<file path="config.mk">
export PLATFORM = sky130hd
export DESIGN_NAME = ssd_segment_decoder
export DESIGN_NICKNAME = d
export VERILOG_FILES = /design/src/rtl/ssd_segment_decoder.sv
export SDC_FILE = /design/constraint.sdc
export NUM_CORES = 1
export LEC_CHECK = 0
export CAP_MARGIN = 20
export CORE_ASPECT_RATIO = 0.7
export CORE_MARGIN = 8
export CORE_UTILIZATION = 59
export CTS_CLUSTER_SIZE = 20
export DETAILED_ROUTE_END_ITERATION = 8
export PLACE_DENSITY = 0.84
export SLEW_MARGIN = 20
export SYNTH_ARGS = -nofsm -noshare
export SYNTH_HDL_FRONTEND = slang
export SYNTH_SLANG_ARGS = --single-unit
</file>
<file path="constraint.sdc">
create_clock -name clk -period 7.1 [get_ports clk]
set_clock_uncertainty 0.15 [all_clocks]
set_input_delay 1.775 -clock clk [delete_from_list [all_inputs] [get_ports clk]]
set_output_delay 1.775 -clock clk [all_outputs]
set_load 0.005 [all_outputs]
</file>
<file path="src/rtl/ssd_segment_decoder.sv">
// Seven-segment receive decoder: debounces an active-low segment bus and emits
// each new stable pattern once as a hex digit, dash, blank or error flag.
// Optional error counter is built only when SSD_DECODE_ERR_CNT_EN is defined.
module ssd_segment_decoder #(
    parameter int STABLE_CYCLES = 4
) (
    input  logic       clk,
    input  logic       rst_n,
    input  logic [6:0] seg_in,
    output logic       out_valid,
    input  logic       out_ready,
    output logic [3:0] out_nibble,
    output logic       out_dash,
    output logic       out_blank,
    output logic       out_err,
    output logic       out_overrun,
    output logic [7:0] err_count
);

    localparam logic [7:0] STAB_MAX = 8'(STABLE_CYCLES - 1);

    typedef enum logic [0:0] {
        ST_EMPTY = 1'b0,
        ST_FULL  = 1'b1
    } state_t;

    // Returns {err, blank, dash, nibble} for an active-high segment pattern.
    function automatic logic [6:0] decode_seg(input logic [6:0] raw);
        logic [6:0] res;
        case (raw)
            7'h3F:   res = {3'b000, 4'h0};
            7'h06:   res = {3'b000, 4'h1};
            7'h5B:   res = {3'b000, 4'h2};
            7'h4F:   res = {3'b000, 4'h3};
            7'h66:   res = {3'b000, 4'h4};
            7'h6D:   res = {3'b000, 4'h5};
            7'h7D:   res = {3'b000, 4'h6};
            7'h07:   res = {3'b000, 4'h7};
            7'h7F:   res = {3'b000, 4'h8};
            7'h67:   res = {3'b000, 4'h9};
            7'h77:   res = {3'b000, 4'hA};
            7'h7C:   res = {3'b000, 4'hB};
            7'h39:   res = {3'b000, 4'hC};
            7'h5E:   res = {3'b000, 4'hD};
            7'h79:   res = {3'b000, 4'hE};
            7'h71:   res = {3'b000, 4'hF};
            7'h40:   res = {3'b001, 4'h0};
            7'h00:   res = {3'b010, 4'h0};
            default: res = {3'b100, 4'h0};
        endcase
        return res;
    endfunction

    logic [6:0] seg_q_r;
    logic [7:0] cnt_r;
    logic [6:0] last_pat_r;
    logic       have_last_r;
    logic [6:0] pend_pat_r;
    logic       have_pend_r;
    state_t     state_r;
    state_t     state_s;

    logic       out_valid_r;
    logic [3:0] out_nibble_r;
    logic       out_dash_r;
    logic       out_blank_r;
    logic       out_err_r;
    logic       out_overrun_r;

    logic       stable_s;
    logic       new_s;
    logic       load_s;
    logic       pend_set_s;
    logic       pend_clr_s;
    logic       overrun_s;
    logic [6:0] dec_s;

    // Sample register and stability counter; any change restarts the filter.
    always_ff @(posedge clk) begin
        if (!rst_n) begin
            seg_q_r <= 7'h7F;
            cnt_r   <= 8'd0;
        end else begin
            seg_q_r <= seg_in;
            if (seg_in != seg_q_r) begin
                cnt_r <= 8'd0;
            end else if (cnt_r != STAB_MAX) begin
                cnt_r <= cnt_r + 8'd1;
            end else begin
                cnt_r <= cnt_r;
            end
        end
    end

    // Stability, novelty and decode of the registered sample.
    always_comb begin
        stable_s = (cnt_r == STAB_MAX);
        new_s    = stable_s && (!have_last_r || (seg_q_r != last_pat_r));
        dec_s    = decode_seg(~seg_q_r);
    end

    // FSM state register.
    always_ff @(posedge clk) begin
        if (!rst_n) begin
            state_r <= ST_EMPTY;
        end else begin
            state_r <= state_s;
        end
    end

    // Next state, load strobe and pending/overrun bookkeeping.
    always_comb begin
        state_s    = state_r;
        load_s     = 1'b0;
        pend_set_s = 1'b0;
        pend_clr_s = 1'b0;
        overrun_s  = 1'b0;
        case (state_r)
            ST_EMPTY: begin
                if (new_s) begin
                    load_s  = 1'b1;
                    state_s = ST_FULL;
                end else begin
                    state_s = ST_EMPTY;
                end
            end
            ST_FULL: begin
                // Only the first stable cycle of a fresh pattern records it.
                if (new_s && !(have_pend_r && (seg_q_r == pend_pat_r))) begin
                    pend_set_s = 1'b1;
                    overrun_s  = have_pend_r;
                end else begin
                    pend_set_s = 1'b0;
                end
                if (out_ready) begin
                    state_s    = ST_EMPTY;
                    pend_clr_s = 1'b1;
                end else begin
                    state_s = ST_FULL;
                end
            end
            default: begin
                state_s = ST_EMPTY;
            end
        endcase
    end

    // Pending pattern tracker used only for overrun detection.
    always_ff @(posedge clk) begin
        if (!rst_n) begin
            pend_pat_r  <= 7'h00;
            have_pend_r <= 1'b0;
        end else if (pend_clr_s) begin
            pend_pat_r  <= pend_pat_r;
            have_pend_r <= 1'b0;
        end else if (pend_set_s) begin
            pend_pat_r  <= seg_q_r;
            have_pend_r <= 1'b1;
        end else begin
            pend_pat_r  <= pend_pat_r;
            have_pend_r <= have_pend_r;
        end
    end

    // Result registers, loaded only on the EMPTY to FULL transition.
    always_ff @(posedge clk) begin
        if (!rst_n) begin
            out_valid_r   <= 1'b0;
            out_nibble_r  <= 4'h0;
            out_dash_r    <= 1'b0;
            out_blank_r   <= 1'b0;
            out_err_r     <= 1'b0;
            out_overrun_r <= 1'b0;
            last_pat_r    <= 7'h00;
            have_last_r   <= 1'b0;
        end else begin
            out_valid_r   <= (state_s == ST_FULL);
            out_overrun_r <= overrun_s;
            if (load_s) begin
                out_nibble_r <= dec_s[3:0];
                out_dash_r   <= dec_s[4];
                out_blank_r  <= dec_s[5];
                out_err_r    <= dec_s[6];
                last_pat_r   <= seg_q_r;
                have_last_r  <= 1'b1;
            end else begin
                out_nibble_r <= out_nibble_r;
                out_dash_r   <= out_dash_r;
                out_blank_r  <= out_blank_r;
                out_err_r    <= out_err_r;
                last_pat_r   <= last_pat_r;
                have_last_r  <= have_last_r;
            end
        end
    end

`ifdef SSD_DECODE_ERR_CNT_EN
    logic [7:0] err_count_r;

    // Saturating count of emitted invalid patterns.
    always_ff @(posedge clk) begin
        if (!rst_n) begin
            err_count_r <= 8'd0;
        end else if (load_s && dec_s[6] && (err_count_r != 8'd255)) begin
            err_count_r <= err_count_r + 8'd1;
        end else begin
            err_count_r <= err_count_r;
        end
    end

    assign err_count = err_count_r;
`else
    assign err_count = 8'd0;
`endif

    assign out_valid   = out_valid_r;
    assign out_nibble  = out_nibble_r;
    assign out_dash    = out_dash_r;
    assign out_blank   = out_blank_r;
    assign out_err     = out_err_r;
    assign out_overrun = out_overrun_r;

endmodule

</file>
After elaboration in Yosys (flattened, before gate mapping)

Index checks and enable logic that the tools add are counted.

Bits in registers: 40
Bits in latches: 0
RAM bits: 0
ROM bits: 0
Input port bits: 10
Output and inout bits: 17
Memories kept: 0

Add/subtract/negate cells: 1
Multipliers: 0
Div/mod/pow operators: 0
Magnitude comparators: 0
Eq/ne operators: 22
Shift-type cells: 0
Multiplexer cells: 9
Bitwise operators: 4
Reductions and logical operators: 11

Operators with widths:

| kind                | count |
|---|---|
| $pmux 7 s18         | 1 |
| $eq 7x7->1 const B  | 13 |
| $eq 7x3->1 const B  | 2 |
| $eq 7x6->1 const B  | 2 |
| $ne 7x7->1          | 2 |
| $add 8x1->8 const B | 1 |
| $eq 8x2->1 const B  | 1 |
| $ne 8x2->1 const B  | 1 |
| $eq 7x7->1          | 1 |
| $logic_not 7->1     | 1 |
| $mux 1              | 7 |
| $not 7->7           | 1 |
| $reduce_or 2->1     | 2 |
| $logic_and 1x1->1   | 3 |
| $not 1->1           | 3 |
| $reduce_and 3->1    | 1 |
| $logic_not 1->1     | 2 |
| $pmux 1 s2          | 1 |
| $reduce_and 2->1    | 1 |
| $logic_or 1x1->1    | 1 |

Longest topological paths before layout

Depth after elaboration: 7
Gate-level depth with buffers: 7
Mapped depth without buffers: 6

Worst setup path before layout

OpenSTA, ideal clock, no wires.

Path type: input port to flip-flop
Start: input port seg_in[3]
End: register cnt_r[2]
Data arrival time: 2,708 ps
Required time: 6,886 ps
Path slack: 4,178 ps
Cell stages on the path: 5
Path buffers: 0
Path through: xor2_1 nor4_1 nand4_1 or2_1 nor2_1

Cells in the longest elaborated chain, start to end: 2

Ends and longest elaborated chain:

| element                   | line | RTL |
|---|---|---|
| start, declared           | 9    | `input logic [6:0] seg_in,` |
| $ne 7x7->1                | 85   | `if (seg_in != seg_q_r) begin` |
| $reduce_or 2->1 (no line) | -    |  |
| end signal, assigned      | 88   | `cnt_r <= cnt_r + 8'd1;` |
| end signal, assigned      | 90   | `cnt_r <= cnt_r;` |
| end, declared             | 55   | `logic [7:0] cnt_r;` |

Every way passes these cells.
A chain may end at the register's enable or synchronous reset.

Final worst setup path

Start: input port seg_in[6]
End: register cnt_r[4]

The elaborated chain is that of the path after synthesis.

==> PnR_summary.wiki <==
{| class="wikitable"
! Metric !! Value
|-
| Core Rows || 18
|-
| Most used DFF post-synth || sky130_fd_sc_hd__dfxtp_1
|-
| Required arrival time at the worst endpoint || roughly 7 ns
|-
| Setup-failing EPs final || 0
|-
| Antenna viol nets, final || 0
|-
| Via total after detailed routing || 1662
|-
| Max_cap viols || 0
|-
| Cells taking the most area after synthesis || sky130_fd_sc_hd__dfxtp_1 (37%), sky130_fd_sc_hd__xor2_1 (8.5%), sky130_fd_sc_hd__mux2i_1 (6.9%)
|-
| Net count of the finished layout || between 200 and 300
|-
| Area overhead of the layout relative to synthesis || 11.3%
|-
| Class of the tightest hold or removal check || flip-flop to flip-flop
|-
| Post-synthesis area per instance || a little under 9 um^2
|-
| Number of design rule violations left after detail routing || 0
|-
| Final core utilization || 0.687
|-
| Sequential share of the synthesized area || 0.370
|-
| Gp weighted congestion || 0.836
|-
| Final setup TNS || 0 ns
|-
| Most frequent cells after synthesis || sky130_fd_sc_hd__dfxtp_1 (40), sky130_fd_sc_hd__nand2_1 (23), sky130_fd_sc_hd__xor2_1 (21)
|-
| Number of iterations in the first detailed-routing pass || 4
|-
| Post-route worst hold slack || 0.307 ns
|-
| Share of layout cells above drive strength 1 || 0.0632
|-
| Synthesized flop and latch total || 40
|-
| Share of flip-flops with an asynchronous set or reset after synthesis || 0
|-
| Ys Warns || 0
|-
| Congestion Overflow GR || 0
|-
| Summed instance area of the synthesized netlist || 2170 um^2
|-
| Maximum vdd drop || approximately 150 uV
|-
| Starting density of the core || 0.617
|-
| Hold-fix buffers, CTS || 0
|-
| Unrepaired setup endpoints after global routing || no
|-
| Max FO, Critical Path || 5
|-
| Vias in the first global route || roughly 1600
|-
| CTS Buf Count || 5
|-
| Width of the chip || between 80 and 90 um
|-
| # IOs || 27
|-
| Library cells used by synthesis || 43
|-
| Drt wl/cell || 14.5 um
|-
| Share of Yosys cell area claimed by the top area cell type || 0.370
|-
| H-tree lvl count || 2
|-
| Most frequent cell after synthesis || sky130_fd_sc_hd__dfxtp_1
|-
| Power density of the placed cells || 194 nW/um^2
|-
| Input/output buffers || 18
|-
| Half-perimeter wire length of the detailed placement result || between 3 and 4 mm
|-
| Slew at the pin with the worst max-slew slack || 0.752 ns
|-
| Setup Buffers After CTS || 0
|-
| Cell leakage power || between 0.9 and 1 nW
|-
| Largest net degree at the start of global routing || 42
|-
| Type of element launching the critical path || primary input
|-
| Data arrival time of the critical path || 3.38 ns
|-
| Maximum buffer depth of the clock tree || 2
|-
| Global router's overall resource usage || 0.157
|-
| N_diodes || 0
|-
| Number of enable-type register cells in the synthesized netlist || 0
|-
| Fin crit share || 0.465
|-
| Critical path class || primary input to flip-flop
|-
| TritonCTS clock tree || built
|-
| Capturing element type of the critical path || flip-flop
|-
| Leading area contributor after synthesis || sky130_fd_sc_hd__dfxtp_1
|-
| Worst slew margin relative to its limit || 0.498
|-
| Insertion delay of the later-clocked pin in the worst-skew pair || approximately 0.29 ns
|-
| Overall power consumption || 0.469 mW
|-
| Global-route wire length before repair || ~7.3 mm
|-
| Number of hold violations in the final report || 0
|-
| Max Clock Freq || 303 MHz
|-
| Result of the run || finished, final reports clean
|-
| Cell count after synthesis || 247
|-
| Mean number of vias per cell || ~5.5
|-
| Clock edge transition at the registers on the reported setup and hold paths || about 0.080 ns
|-
| Number of pins with negative max-slew slack in the final report || 0
|-
| Initial DRC count || 94
|-
| Cells resized by post-CTS repair || 0
|-
| Min Tclk post-route || between 3 and 4 ns
|-
| Die extent in y || between 60 and 70 um
|-
| Initial antenna violation count || 0
|-
| Clock Root Buffer || sky130_fd_sc_hd__clkbuf_8
|-
| Final routed wirelength across all metal layers || roughly 4.4 mm
|-
| Die area || slightly below 6000 um^2
|-
| Number of fill cells in the layout || 300
|-
| Core area || approximately 3500 um^2
|-
| Clk sinks || 40
|}
metrics by stage:
step / area, um^2 / setup WS (ns) / cells
CTS: 2410 / 3.81 / 303
detailed placement: 2290 / 3.52 / 295
floorplan: 2190 / 4.18 / 254
finish: 2410 / 3.80 / 303
global placement: 2290 / 3.60 / 295
global route: 2410 / 3.71 / 303
cells in the final DEF (no fill, tap or decap), types with 2 or more instances in the layout:
cell type and instances:
sky130_fd_sc_hd__nor2b_1 11, sky130_fd_sc_hd__mux2i_1 15, sky130_fd_sc_hd__a21boi_0 2, sky130_fd_sc_hd__xnor2_1 9, sky130_fd_sc_hd__o311a_1 3, sky130_fd_sc_hd__xor2_1 21, sky130_fd_sc_hd__a21oi_1 6, sky130_fd_sc_hd__nand2b_1 10
sky130_fd_sc_hd__conb_1 8, sky130_fd_sc_hd__nor3b_1 2, sky130_fd_sc_hd__and3_1 4, sky130_fd_sc_hd__nor2_1 14, sky130_fd_sc_hd__clkbuf_8 7, sky130_fd_sc_hd__or3_1 2, sky130_fd_sc_hd__nor3_1 6, sky130_fd_sc_hd__nand2_1 23
sky130_fd_sc_hd__inv_1 6, sky130_fd_sc_hd__nor4_1 4, sky130_fd_sc_hd__nand4_1 6, sky130_fd_sc_hd__o21ai_0 2, sky130_fd_sc_hd__dfxtp_1 40, sky130_fd_sc_hd__clkdlybuf4s50_1 18, sky130_fd_sc_hd__nand3_1 13
power breakdown:
| group | internal [mW] | total (mW) | switching [mW] | leakage, nW |
|---|---|---|---|---|
| Clock | 0.124 | 0.203 | 0.0792 | 0.0645 |
| Sequential | 0.226 | 0.237 | 0.0102 | 0.324 |
| Combinational | 0.0152 | 0.0292 | 0.0140 | 0.587 |
logic make-up after synthesis:
| kind of cell | synth area share |
|---|---|
| simple gates | 0.271 |
| flops | 0.370 |
| buf+inv | 0.0831 |
| xor+xnor | 0.121 |
| compound gates | 0.0785 |
| mux | 0.0693 |
| fa+ha+maj | 0.00577 |
| other cells | 0.00173 |
path summary, 6_finish.rpt:
path | slack (ns) | startpoint | cells past startpoint | to
setup reg to reg | 4.12 | cnt_r[0]$_SDFFE_PP0P_ | 6 | pend_pat_r[5]$_SDFFE_PN0P_
hold reg to reg | 0.31 | out_blank$_SDFFE_PN0P_ | 2 | out_blank$_SDFFE_PN0P_
setup / recovery | 3.80 | seg_in[6] | 6 | cnt_r[4]$_SDFFE_PP0P_
hold / removal | 0.31 | out_blank$_SDFFE_PN0P_ | 2 | out_blank$_SDFFE_PN0P_
critical path: stages:
cell                              delay (ns)
sky130_fd_sc_hd__clkdlybuf4s50_1        0.45
sky130_fd_sc_hd__xor2_1                 0.17
sky130_fd_sc_hd__nor4_1                 0.31
sky130_fd_sc_hd__nand4_1                0.22
sky130_fd_sc_hd__or2_1                  0.34
sky130_fd_sc_hd__nor2_1                 0.12
layout make-up:
class	instances	area, um^2	share of cell area
clock buffer	7	96.3	0.0399
multi-input combinational	180	1210	0.503
sequential	40	801	0.332
inverter	6	22.5	0.00934
timing repair buffer	19	188	0.0778
clock inverter	1	30.0	0.0124
tap	50	62.6	0.0259
layer usage:
metal,global-route usage,part of all wire
met5,0,0
met4,0.0545,0.0068
met3,0.0442,0.055
met2,0.234,0.44
met1,0.210,0.50
flip-flops by register name, summed over array words and instances, names as in the netlist:
name	flops
cnt_r	8
have_last_r	1
have_pend_r	1
last_pat_r	7
out_blank	1
out_dash	1
out_err	1
out_nibble	4
out_overrun	1
out_valid	1
pend_pat_r	7
seg_q_r	7
Power figures use the tool's default switching activity.
